**src/rtl/cu_pkg.sv**
```systemverilog
// Shared encodings for the ThetaCore control-unit sequencer: instruction classes,
// FSM states, halt causes and forwarding-select bits.
package cu_pkg;

    localparam logic [5:0] CLS_ALU_R  = 6'h01;
    localparam logic [5:0] CLS_ALU_I  = 6'h02;
    localparam logic [5:0] CLS_ALU_SH = 6'h03;
    localparam logic [5:0] CLS_BRANCH = 6'h04;
    localparam logic [5:0] CLS_LUI    = 6'h05;
    localparam logic [5:0] CLS_JAL    = 6'h06;
    localparam logic [5:0] CLS_JALR   = 6'h07;
    localparam logic [5:0] CLS_ECALL  = 6'h08;
    localparam logic [5:0] CLS_EBREAK = 6'h09;

    typedef enum logic [2:0] {
        S_IDLE,
        S_ISSUE,
        S_EXEC,
        S_WAIT,
        S_WB,
        S_JUMP,
        S_HALT
    } state_e;

    localparam logic [2:0] HC_NONE    = 3'd0;
    localparam logic [2:0] HC_INVALID = 3'd1;
    localparam logic [2:0] HC_ALU_ERR = 3'd2;
    localparam logic [2:0] HC_ECALL   = 3'd3;
    localparam logic [2:0] HC_EBREAK  = 3'd4;
    localparam logic [2:0] HC_TIMEOUT = 3'd5;

    // Bit positions within pipeline_override.
    localparam int FWD_RS1 = 0;
    localparam int FWD_RS2 = 1;

    function automatic logic is_alu_cls(input logic [5:0] c);
        return (c == CLS_ALU_R) || (c == CLS_ALU_I) || (c == CLS_ALU_SH) || (c == CLS_BRANCH);
    endfunction

endpackage

```
**src/rtl/cu_regfile.sv**
```systemverilog
// General-purpose register file: two combinational reads, one synchronous write,
// x0 reads as zero and ignores writes.
module cu_regfile #(
    parameter int XLEN = 32,
    parameter int NREG = 32
) (
    input  logic                    clk,
    input  logic                    rst_n,
    input  logic [$clog2(NREG)-1:0] raddr1,
    input  logic [$clog2(NREG)-1:0] raddr2,
    output logic [XLEN-1:0]         rdata1,
    output logic [XLEN-1:0]         rdata2,
    input  logic                    we,
    input  logic [$clog2(NREG)-1:0] waddr,
    input  logic [XLEN-1:0]         wdata
);

    logic [NREG-1:0][XLEN-1:0] regs_q, regs_d;

    always_comb begin
        regs_d = regs_q;
        if (we && (waddr != '0)) regs_d[waddr] = wdata;
    end

    always_ff @(posedge clk or negedge rst_n) begin
        if (!rst_n) regs_q <= '0;
        else        regs_q <= regs_d;
    end

    assign rdata1 = (raddr1 == '0) ? '0 : regs_q[raddr1];
    assign rdata2 = (raddr2 == '0) ? '0 : regs_q[raddr2];

endmodule

```
**src/rtl/cu_sequencer.sv**
```systemverilog
// Control-unit sequencer between IDU and ALU: owns PC and register file, issues the
// ALU command a cycle ahead of operands, writes back, resolves branches/jumps, halts on faults.
module cu_sequencer
    import cu_pkg::*;
#(
    parameter int              XLEN     = 32,
    parameter int              NREG     = 32,
    parameter logic [XLEN-1:0] RESET_PC = '0,
    parameter int              TIMEOUT  = 15
) (
    input  logic                    soc_clk,
    input  logic                    reset,
    input  logic                    IDU_ready,
    output logic                    cu_ready,
    input  logic [5:0]              Instruction_to_CU,
    input  logic [4:0]              Instruction_to_ALU,
    input  logic [XLEN-1:0]         imm,
    input  logic [$clog2(NREG)-1:0] rd,
    input  logic [$clog2(NREG)-1:0] rs1,
    input  logic [$clog2(NREG)-1:0] rs2,
    input  logic [4:0]              shamt,
    input  logic [XLEN-1:0]         pc_increment,
    input  logic [1:0]              pipeline_override,
    input  logic                    invalid_instruction,
    output logic [4:0]              alu_cmd,
    output logic                    alu_cmd_valid,
    output logic [XLEN-1:0]         alu_in1,
    output logic [XLEN-1:0]         alu_in2,
    output logic                    alu_dat_ready,
    input  logic [XLEN-1:0]         alu_result,
    input  logic                    alu_result_valid,
    input  logic                    alu_branch_taken,
    input  logic                    ALU_err,
    output logic [XLEN-1:0]         pc,
    output logic                    halted,
    output logic [2:0]              halt_cause
);

    localparam int RW = $clog2(NREG);

    state_e          state_q, state_d;
    logic [XLEN-1:0] pc_q, pc_d, last_wb_q, last_wb_d, result_q, result_d;
    logic [XLEN-1:0] imm_q, imm_d, inc_q, inc_d;
    logic [XLEN-1:0] alu_in1_q, alu_in1_d, alu_in2_q, alu_in2_d;
    logic [5:0]      cls_q, cls_d;
    logic [4:0]      op_q, op_d, shamt_q, shamt_d, alu_cmd_q, alu_cmd_d;
    logic [RW-1:0]   rd_q, rd_d, rs1_q, rs1_d, rs2_q, rs2_d;
    logic [1:0]      ovr_q, ovr_d;
    logic [7:0]      cnt_q, cnt_d;
    logic [2:0]      halt_cause_q, halt_cause_d;
    logic            taken_q, taken_d, cu_ready_q, cu_ready_d, halted_q, halted_d;
    logic            alu_cmd_valid_q, alu_cmd_valid_d, alu_dat_ready_q, alu_dat_ready_d;

    logic            accept, rf_we;
    logic [XLEN-1:0] rdata1, rdata2, src1, src2, rf_wdata, jalr_tgt;

    cu_regfile #(.XLEN(XLEN), .NREG(NREG)) u_rf (
        .clk    (soc_clk),
        .rst_n  (reset),
        .raddr1 (rs1_q),
        .raddr2 (rs2_q),
        .rdata1 (rdata1),
        .rdata2 (rdata2),
        .we     (rf_we),
        .waddr  (rd_q),
        .wdata  (rf_wdata)
    );

    assign accept   = (state_q == S_IDLE) && IDU_ready && cu_ready_q;
    assign src1     = ovr_q[FWD_RS1] ? last_wb_q : rdata1;
    assign src2     = ovr_q[FWD_RS2] ? last_wb_q : rdata2;
    assign jalr_tgt = src1 + imm_q;

    // Instruction fields are captured once at acceptance and held for the whole sequence.
    assign cls_d   = accept ? Instruction_to_CU  : cls_q;
    assign op_d    = accept ? Instruction_to_ALU : op_q;
    assign imm_d   = accept ? imm                : imm_q;
    assign inc_d   = accept ? pc_increment       : inc_q;
    assign rd_d    = accept ? rd                 : rd_q;
    assign rs1_d   = accept ? rs1                : rs1_q;
    assign rs2_d   = accept ? rs2                : rs2_q;
    assign shamt_d = accept ? shamt              : shamt_q;
    assign ovr_d   = accept ? pipeline_override  : ovr_q;

    always_comb begin
        state_d         = state_q;
        pc_d            = pc_q;
        last_wb_d       = last_wb_q;
        result_d        = result_q;
        taken_d         = taken_q;
        cnt_d           = cnt_q;
        halt_cause_d    = halt_cause_q;
        alu_cmd_d       = alu_cmd_q;
        alu_cmd_valid_d = 1'b0;
        alu_in1_d       = alu_in1_q;
        alu_in2_d       = alu_in2_q;
        alu_dat_ready_d = 1'b0;
        rf_we           = 1'b0;
        rf_wdata        = '0;

        unique case (state_q)
            S_IDLE: begin
                if (accept) begin
                    if (invalid_instruction) begin
                        state_d      = S_HALT;
                        halt_cause_d = HC_INVALID;
                    end else if (Instruction_to_CU == CLS_ECALL) begin
                        state_d      = S_HALT;
                        halt_cause_d = HC_ECALL;
                    end else if (Instruction_to_CU == CLS_EBREAK) begin
                        state_d      = S_HALT;
                        halt_cause_d = HC_EBREAK;
                    end else if (Instruction_to_CU == CLS_LUI || Instruction_to_CU == CLS_JAL ||
                                 Instruction_to_CU == CLS_JALR) begin
                        state_d = S_JUMP;
                    end else if (is_alu_cls(Instruction_to_CU)) begin
                        state_d         = S_ISSUE;
                        alu_cmd_d       = Instruction_to_ALU;
                        alu_cmd_valid_d = 1'b1;
                    end else begin
                        state_d      = S_HALT;
                        halt_cause_d = HC_INVALID;
                    end
                end
            end
            S_ISSUE: begin
                if (ALU_err) begin
                    state_d      = S_HALT;
                    halt_cause_d = HC_ALU_ERR;
                end else begin
                    state_d         = S_EXEC;
                    alu_dat_ready_d = 1'b1;
                    alu_in1_d       = src1;
                    if (cls_q == CLS_ALU_I)       alu_in2_d = imm_q;
                    else if (cls_q == CLS_ALU_SH) alu_in2_d = {{(XLEN-5){1'b0}}, shamt_q};
                    else                          alu_in2_d = src2;
                end
            end
            S_EXEC: begin
                if (ALU_err) begin
                    state_d      = S_HALT;
                    halt_cause_d = HC_ALU_ERR;
                end else begin
                    state_d = S_WAIT;
                    cnt_d   = '0;
                end
            end
            S_WAIT: begin
                // An error outranks a result arriving in the same cycle.
                if (ALU_err) begin
                    state_d      = S_HALT;
                    halt_cause_d = HC_ALU_ERR;
                end else if (alu_result_valid) begin
                    state_d  = S_WB;
                    result_d = alu_result;
                    taken_d  = alu_branch_taken && (cls_q == CLS_BRANCH);
                end else if (cnt_q == 8'(TIMEOUT - 1)) begin
                    state_d      = S_HALT;
                    halt_cause_d = HC_TIMEOUT;
                end else begin
                    cnt_d = cnt_q + 8'd1;
                end
            end
            S_WB: begin
                if (cls_q != CLS_BRANCH) begin
                    rf_we     = 1'b1;
                    rf_wdata  = result_q;
                    last_wb_d = result_q;
                end
                pc_d    = taken_q ? pc_q + imm_q : pc_q + inc_q;
                state_d = S_IDLE;
            end
            S_JUMP: begin
                rf_we    = 1'b1;
                rf_wdata = pc_q + inc_q;
                if (cls_q == CLS_LUI) begin
                    rf_wdata = imm_q;
                    pc_d     = pc_q + inc_q;
                end else if (cls_q == CLS_JAL) begin
                    pc_d = pc_q + imm_q;
                end else begin
                    pc_d = {jalr_tgt[XLEN-1:1], 1'b0};
                end
                last_wb_d = rf_wdata;
                state_d   = S_IDLE;
            end
            S_HALT: state_d = S_HALT;
            default: state_d = S_IDLE;
        endcase

        cu_ready_d = (state_d == S_IDLE);
        halted_d   = (state_d == S_HALT);
    end

    always_ff @(posedge soc_clk or negedge reset) begin
        if (!reset) begin
            state_q         <= S_IDLE;
            pc_q            <= RESET_PC;
            last_wb_q       <= '0;
            result_q        <= '0;
            taken_q         <= 1'b0;
            cnt_q           <= '0;
            halt_cause_q    <= HC_NONE;
            halted_q        <= 1'b0;
            cu_ready_q      <= 1'b0;
            alu_cmd_q       <= '0;
            alu_cmd_valid_q <= 1'b0;
            alu_in1_q       <= '0;
            alu_in2_q       <= '0;
            alu_dat_ready_q <= 1'b0;
            cls_q           <= '0;
            op_q            <= '0;
            imm_q           <= '0;
            inc_q           <= '0;
            rd_q            <= '0;
            rs1_q           <= '0;
            rs2_q           <= '0;
            shamt_q         <= '0;
            ovr_q           <= '0;
        end else begin
            state_q         <= state_d;
            pc_q            <= pc_d;
            last_wb_q       <= last_wb_d;
            result_q        <= result_d;
            taken_q         <= taken_d;
            cnt_q           <= cnt_d;
            halt_cause_q    <= halt_cause_d;
            halted_q        <= halted_d;
            cu_ready_q      <= cu_ready_d;
            alu_cmd_q       <= alu_cmd_d;
            alu_cmd_valid_q <= alu_cmd_valid_d;
            alu_in1_q       <= alu_in1_d;
            alu_in2_q       <= alu_in2_d;
            alu_dat_ready_q <= alu_dat_ready_d;
            cls_q           <= cls_d;
            op_q            <= op_d;
            imm_q           <= imm_d;
            inc_q           <= inc_d;
            rd_q            <= rd_d;
            rs1_q           <= rs1_d;
            rs2_q           <= rs2_d;
            shamt_q         <= shamt_d;
            ovr_q           <= ovr_d;
        end
    end

    assign cu_ready      = cu_ready_q;
    assign alu_cmd       = alu_cmd_q;
    assign alu_cmd_valid = alu_cmd_valid_q;
    assign alu_in1       = alu_in1_q;
    assign alu_in2       = alu_in2_q;
    assign alu_dat_ready = alu_dat_ready_q;
    assign pc            = pc_q;
    assign halted        = halted_q;
    assign halt_cause    = halt_cause_q;

endmodule

```
**config.mk**
```make
export PLATFORM = sky130hd
export DESIGN_NAME = cu_sequencer
export DESIGN_NICKNAME = d
export VERILOG_FILES = /design/src/rtl/cu_pkg.sv /design/src/rtl/cu_regfile.sv /design/src/rtl/cu_sequencer.sv
export SDC_FILE = /design/constraint.sdc
export NUM_CORES = 2
export LEC_CHECK = 0
export ABC_CLOCK_PERIOD_IN_PS = 6300
export BUFFER_PORTS_ARGS = -buffer_cell sky130_fd_sc_hd__buf_2
export CAP_MARGIN = 10
export CORE_MARGIN = 3
export CORE_UTILIZATION = 39
export CTS_CLUSTER_DIAMETER = 150
export DETAILED_ROUTE_END_ITERATION = 8
export GPL_ROUTABILITY_DRIVEN = 0
export HOLD_SLACK_MARGIN = 0.12
export PLACE_DENSITY = 0.65
export SLEW_MARGIN = 10
export SYNTH_ARGS = -nofsm -noshare
export SYNTH_HDL_FRONTEND = slang
export SYNTH_SLANG_ARGS = --single-unit
```
**constraint.sdc**
```tcl
create_clock -name soc_clk -period 6.3 [get_ports soc_clk]
set_input_delay 0.315 -clock soc_clk [delete_from_list [all_inputs] [get_ports soc_clk]]
set_output_delay 0.315 -clock soc_clk [all_outputs]
set_load 0.02 [all_outputs]
```
==> metrics.cfg <==
[worst_setup_path]
critPathRequiredTime_ps = 7010
worstSetupStartpoint = rs1_q[1]
critPathKind = reg -> reg
endpoint_kind = register
worstPathArrival_ps = 6450
r2r-start = rs1_q[1]
startpoint_type = register
crit_fanout = 27
r2r_cells = 17

[synth]
ys.flop_type = dfrtp_1
yosysWarnings = 0
syn_nets = 7026
synth-edff-count = 0
netlist_area_sq_um = 70320
syn_inst = 6793
ys_async_sr_fraction_pct = 100.0
synth_seq_cells = 1300
ys_seq_area_share_pct = 46.26
syn_area_per_cell_sq_um = 10.35
ys_types = 81

[layout]
fill_cells = 16268
drive_above_1_share_pct = 20.28
syn_to_final_growth_pct = 14.77
final_core_util_pct = 45.14
stdcell_count = 9358
seqCellArea_sq_um = 32570
multi_input_area_sq_um = 35640
nets = 7123

[routing]
first_pass_iters = 6
drcViolationCount = 0
num_vias = 57444
routed_via_density = 6.138
routed_wl_mm = 244.4
wl_per_cell_um = 26.12
ant_nets = 0
drtIter0Drc = 6346

[min_path]
hp-class = in -> async

[timing]
drv_slew = 0
slew_headroom_pct = 17.03
setup_viol = 0
fmax_mhz = 174.3
fin_skew_ps = 34.72
fin_crit_sh_pct = 91.09
rsz0062_at_grt = false
worst_pin_slew_ps = 1234
worst_slack_ps = 561.2
hold_violations = 0
fin_setup_tns_ps = 0
min_period_ps = 5739

[grt]
grt_max_degree = 168
track_usage_pct = 25.92
grt_pass1_vias = 55825
grt_pass1_wl_mm = 364.7
overflow = 0
antenna_found_initial = 7

[power_and_ir_drop]
power_leakage_uw = 0.03375
cellPowerDensity_nw_per_um2 = 417.4
ir_drop_mv = 0.2471

[clocking]
h-tree-depth = 4
root_buffer = clkbuf_16
clockBufferDepth = 3
numCtsBuffers = 139
cts_tree = built
clkSlewWorstSetupHoldPaths_ps = 70
clock_sinks = 1300
clock_latency_ps = 790

[die]
core-area_sq_um = 178800
boundaryPins = 244
fp-row-count = 155
fp.dieW_um = 430.6
initial_core_util_pct = 39.33
fp.dieH_um = 430.6
dieArea_sq_um = 185400

[place]
dpl_worst_slack_ps = 673.8
dpl.cell_count = 8965
io_buffers = 243
place_hpwl_mm = 157.1

[status]
outcome = finished, final reports clean

[flow_run]
cap_violations = 0

-- routing by layer --
layer	GRT usage (%)	wire [um]	vias up
met1	33.67	94600	28631
met4	13.08	13820	4
met5	0	27	-
li1	-	-	24954
met3	5.793	23470	713
met2	40.92	112500	3142
-- cells in the mapped netlist (12+ instances only) --
cell	n	area share (%)
a211oi_1	29	0.31
a21boi_1	14	0.15
a21o_1	52	0.56
a21oi_1	369	2.6
a31oi_1	56	0.50
and2_1	17	0.15
and3_1	23	0.20
buf_1	87	0.46
buf_2	13	0.093
clkbuf_1	518	2.8
dfrtp_1	1300	46
ha_1	94	1.7
inv_1	29	0.15
mux2_2	196	3.1
mux2i_1	249	3.5
mux4_2	455	15
nand2_1	1256	6.7
nand2b_1	12	0.11
nand3_1	31	0.22
nand4_1	12	0.11
nor2_1	254	1.4
nor3_1	86	0.61
nor3b_1	33	0.35
o211ai_1	25	0.27
o21a_1	14	0.15
o21ai_0	786	5.6
o21ai_1	394	2.8
o21bai_1	20	0.21
o221ai_1	68	0.85
o22ai_1	67	0.60
or3_1	14	0.12
xnor2_1	51	0.64
xor2_1	24	0.30
-- where the power goes --
group          total, uW  switching, uW  internal (uW)  leakage, uW
logic              13900           8620           5320       0.0136
registers          11000           1620           9420       0.0178
clock network       8710           3620           5090      0.00235
-- registers in the layout, indices dropped and copies added, names as in the netlist, 2 cells and up --
signal	flops
rs2_q	5
result_q	32
shamt_q	5
ovr_q	2
alu_in2	32
alu_in1	32
u_rf.regs_q	1024
rd_q	5
imm_q	32
halt_cause	3
inc_q	32
cnt_q	8
pc	32
cls_q	6
state_q	3
last_wb_q	32
alu_cmd	5
rs1_q	5
-- repair_timing --
item / 4_1_cts / 5_1_grt
buffers inserted: 0 / 0
hold buffers: 139 / 0
hold endpoints to repair: 269 / 0
resized for setup: 0 / 0
-- worst paths after layout --
kind	endpoint	slack, ps
min	cls_q[5]	200
max	pc[30]	560
max in group asynchronous	u_rf.regs_q[885]	4470
min reg2reg	u_rf.regs_q[30]	400
max reg2reg	pc[30]	560
min in group soc_clk	rd_q[2]	290
-- kinds of logic after synthesis --
kind of cell	after synthesis	synth area share, %
simple gates	1795	10.55
mux	904	21.38
compound gates	1972	15.60
fa+ha+maj	97	1.758
buf+inv	650	3.514
flops	1300	46.26
xor+xnor	75	0.9341
-- metrics by stage --
step	area [sq um]	power (uW)	hold slack (ps)
finish	80710	33690	199.6
global route	80690	35100	266.0
CTS	80670	33430	229.8
detailed placement	74510	24630	383.6
global placement	74500	24400	379.9
floorplan	70320	19760	19.41
-- critical path, cell delays in order (launching register included) --
cell and delay [ps]:
dfrtp_4 660, buf_4 540, nor2_1 170, a21oi_4 640
o21ai_0 560, nand2_1 340, ha_1 270, nor2_1 90
or4b_1 580, nor3_1 290, nor4b_1 110, buf_4 170
nor2_1 250, a211oi_1 120, or3_1 390, xnor2_1 140
o221ai_1 120, a32oi_1 200
-- final cells by class --
type                            instances  area share [%]
Clock inverter                         59          0.9023
Tap cell                             2355           3.651
Sequential cell                      1300           40.35
Timing Repair Buffer                  576           5.767
Clock buffer                          190           5.014
Antenna cell                            5         0.01550
Multi-Input combinational cell       4843           44.16
Inverter                               30          0.1395
-- placed cells by master, fill, tap and decap left out, types with 16 or more instances in the layout --
cell and instances:
nand2_2 27, a31oi_1 56, buf_12 47, nand3_1 30
and3_1 23, clkbuf_16 144, dlygate4sd3_1 139, o22ai_1 67
buf_2 242, a21oi_1 354, clkbuf_8 27, xnor2_1 51
nor3b_1 33, a21o_1 52, buf_4 148, ha_1 94
nor3_1 86, a211oi_1 29, xor2_1 24, clkinv_2 23
and2_1 16, o21ai_0 786, nand2_1 1222, o211ai_1 25
inv_1 28, mux2i_1 249, o21ai_1 392, dfrtp_1 1287
o21bai_1 19, nor2_1 250, clkbuf_1 19, o221ai_1 68
mux2_2 196, mux4_2 455
No activity file was read; power rests on OpenSTA's default activity.
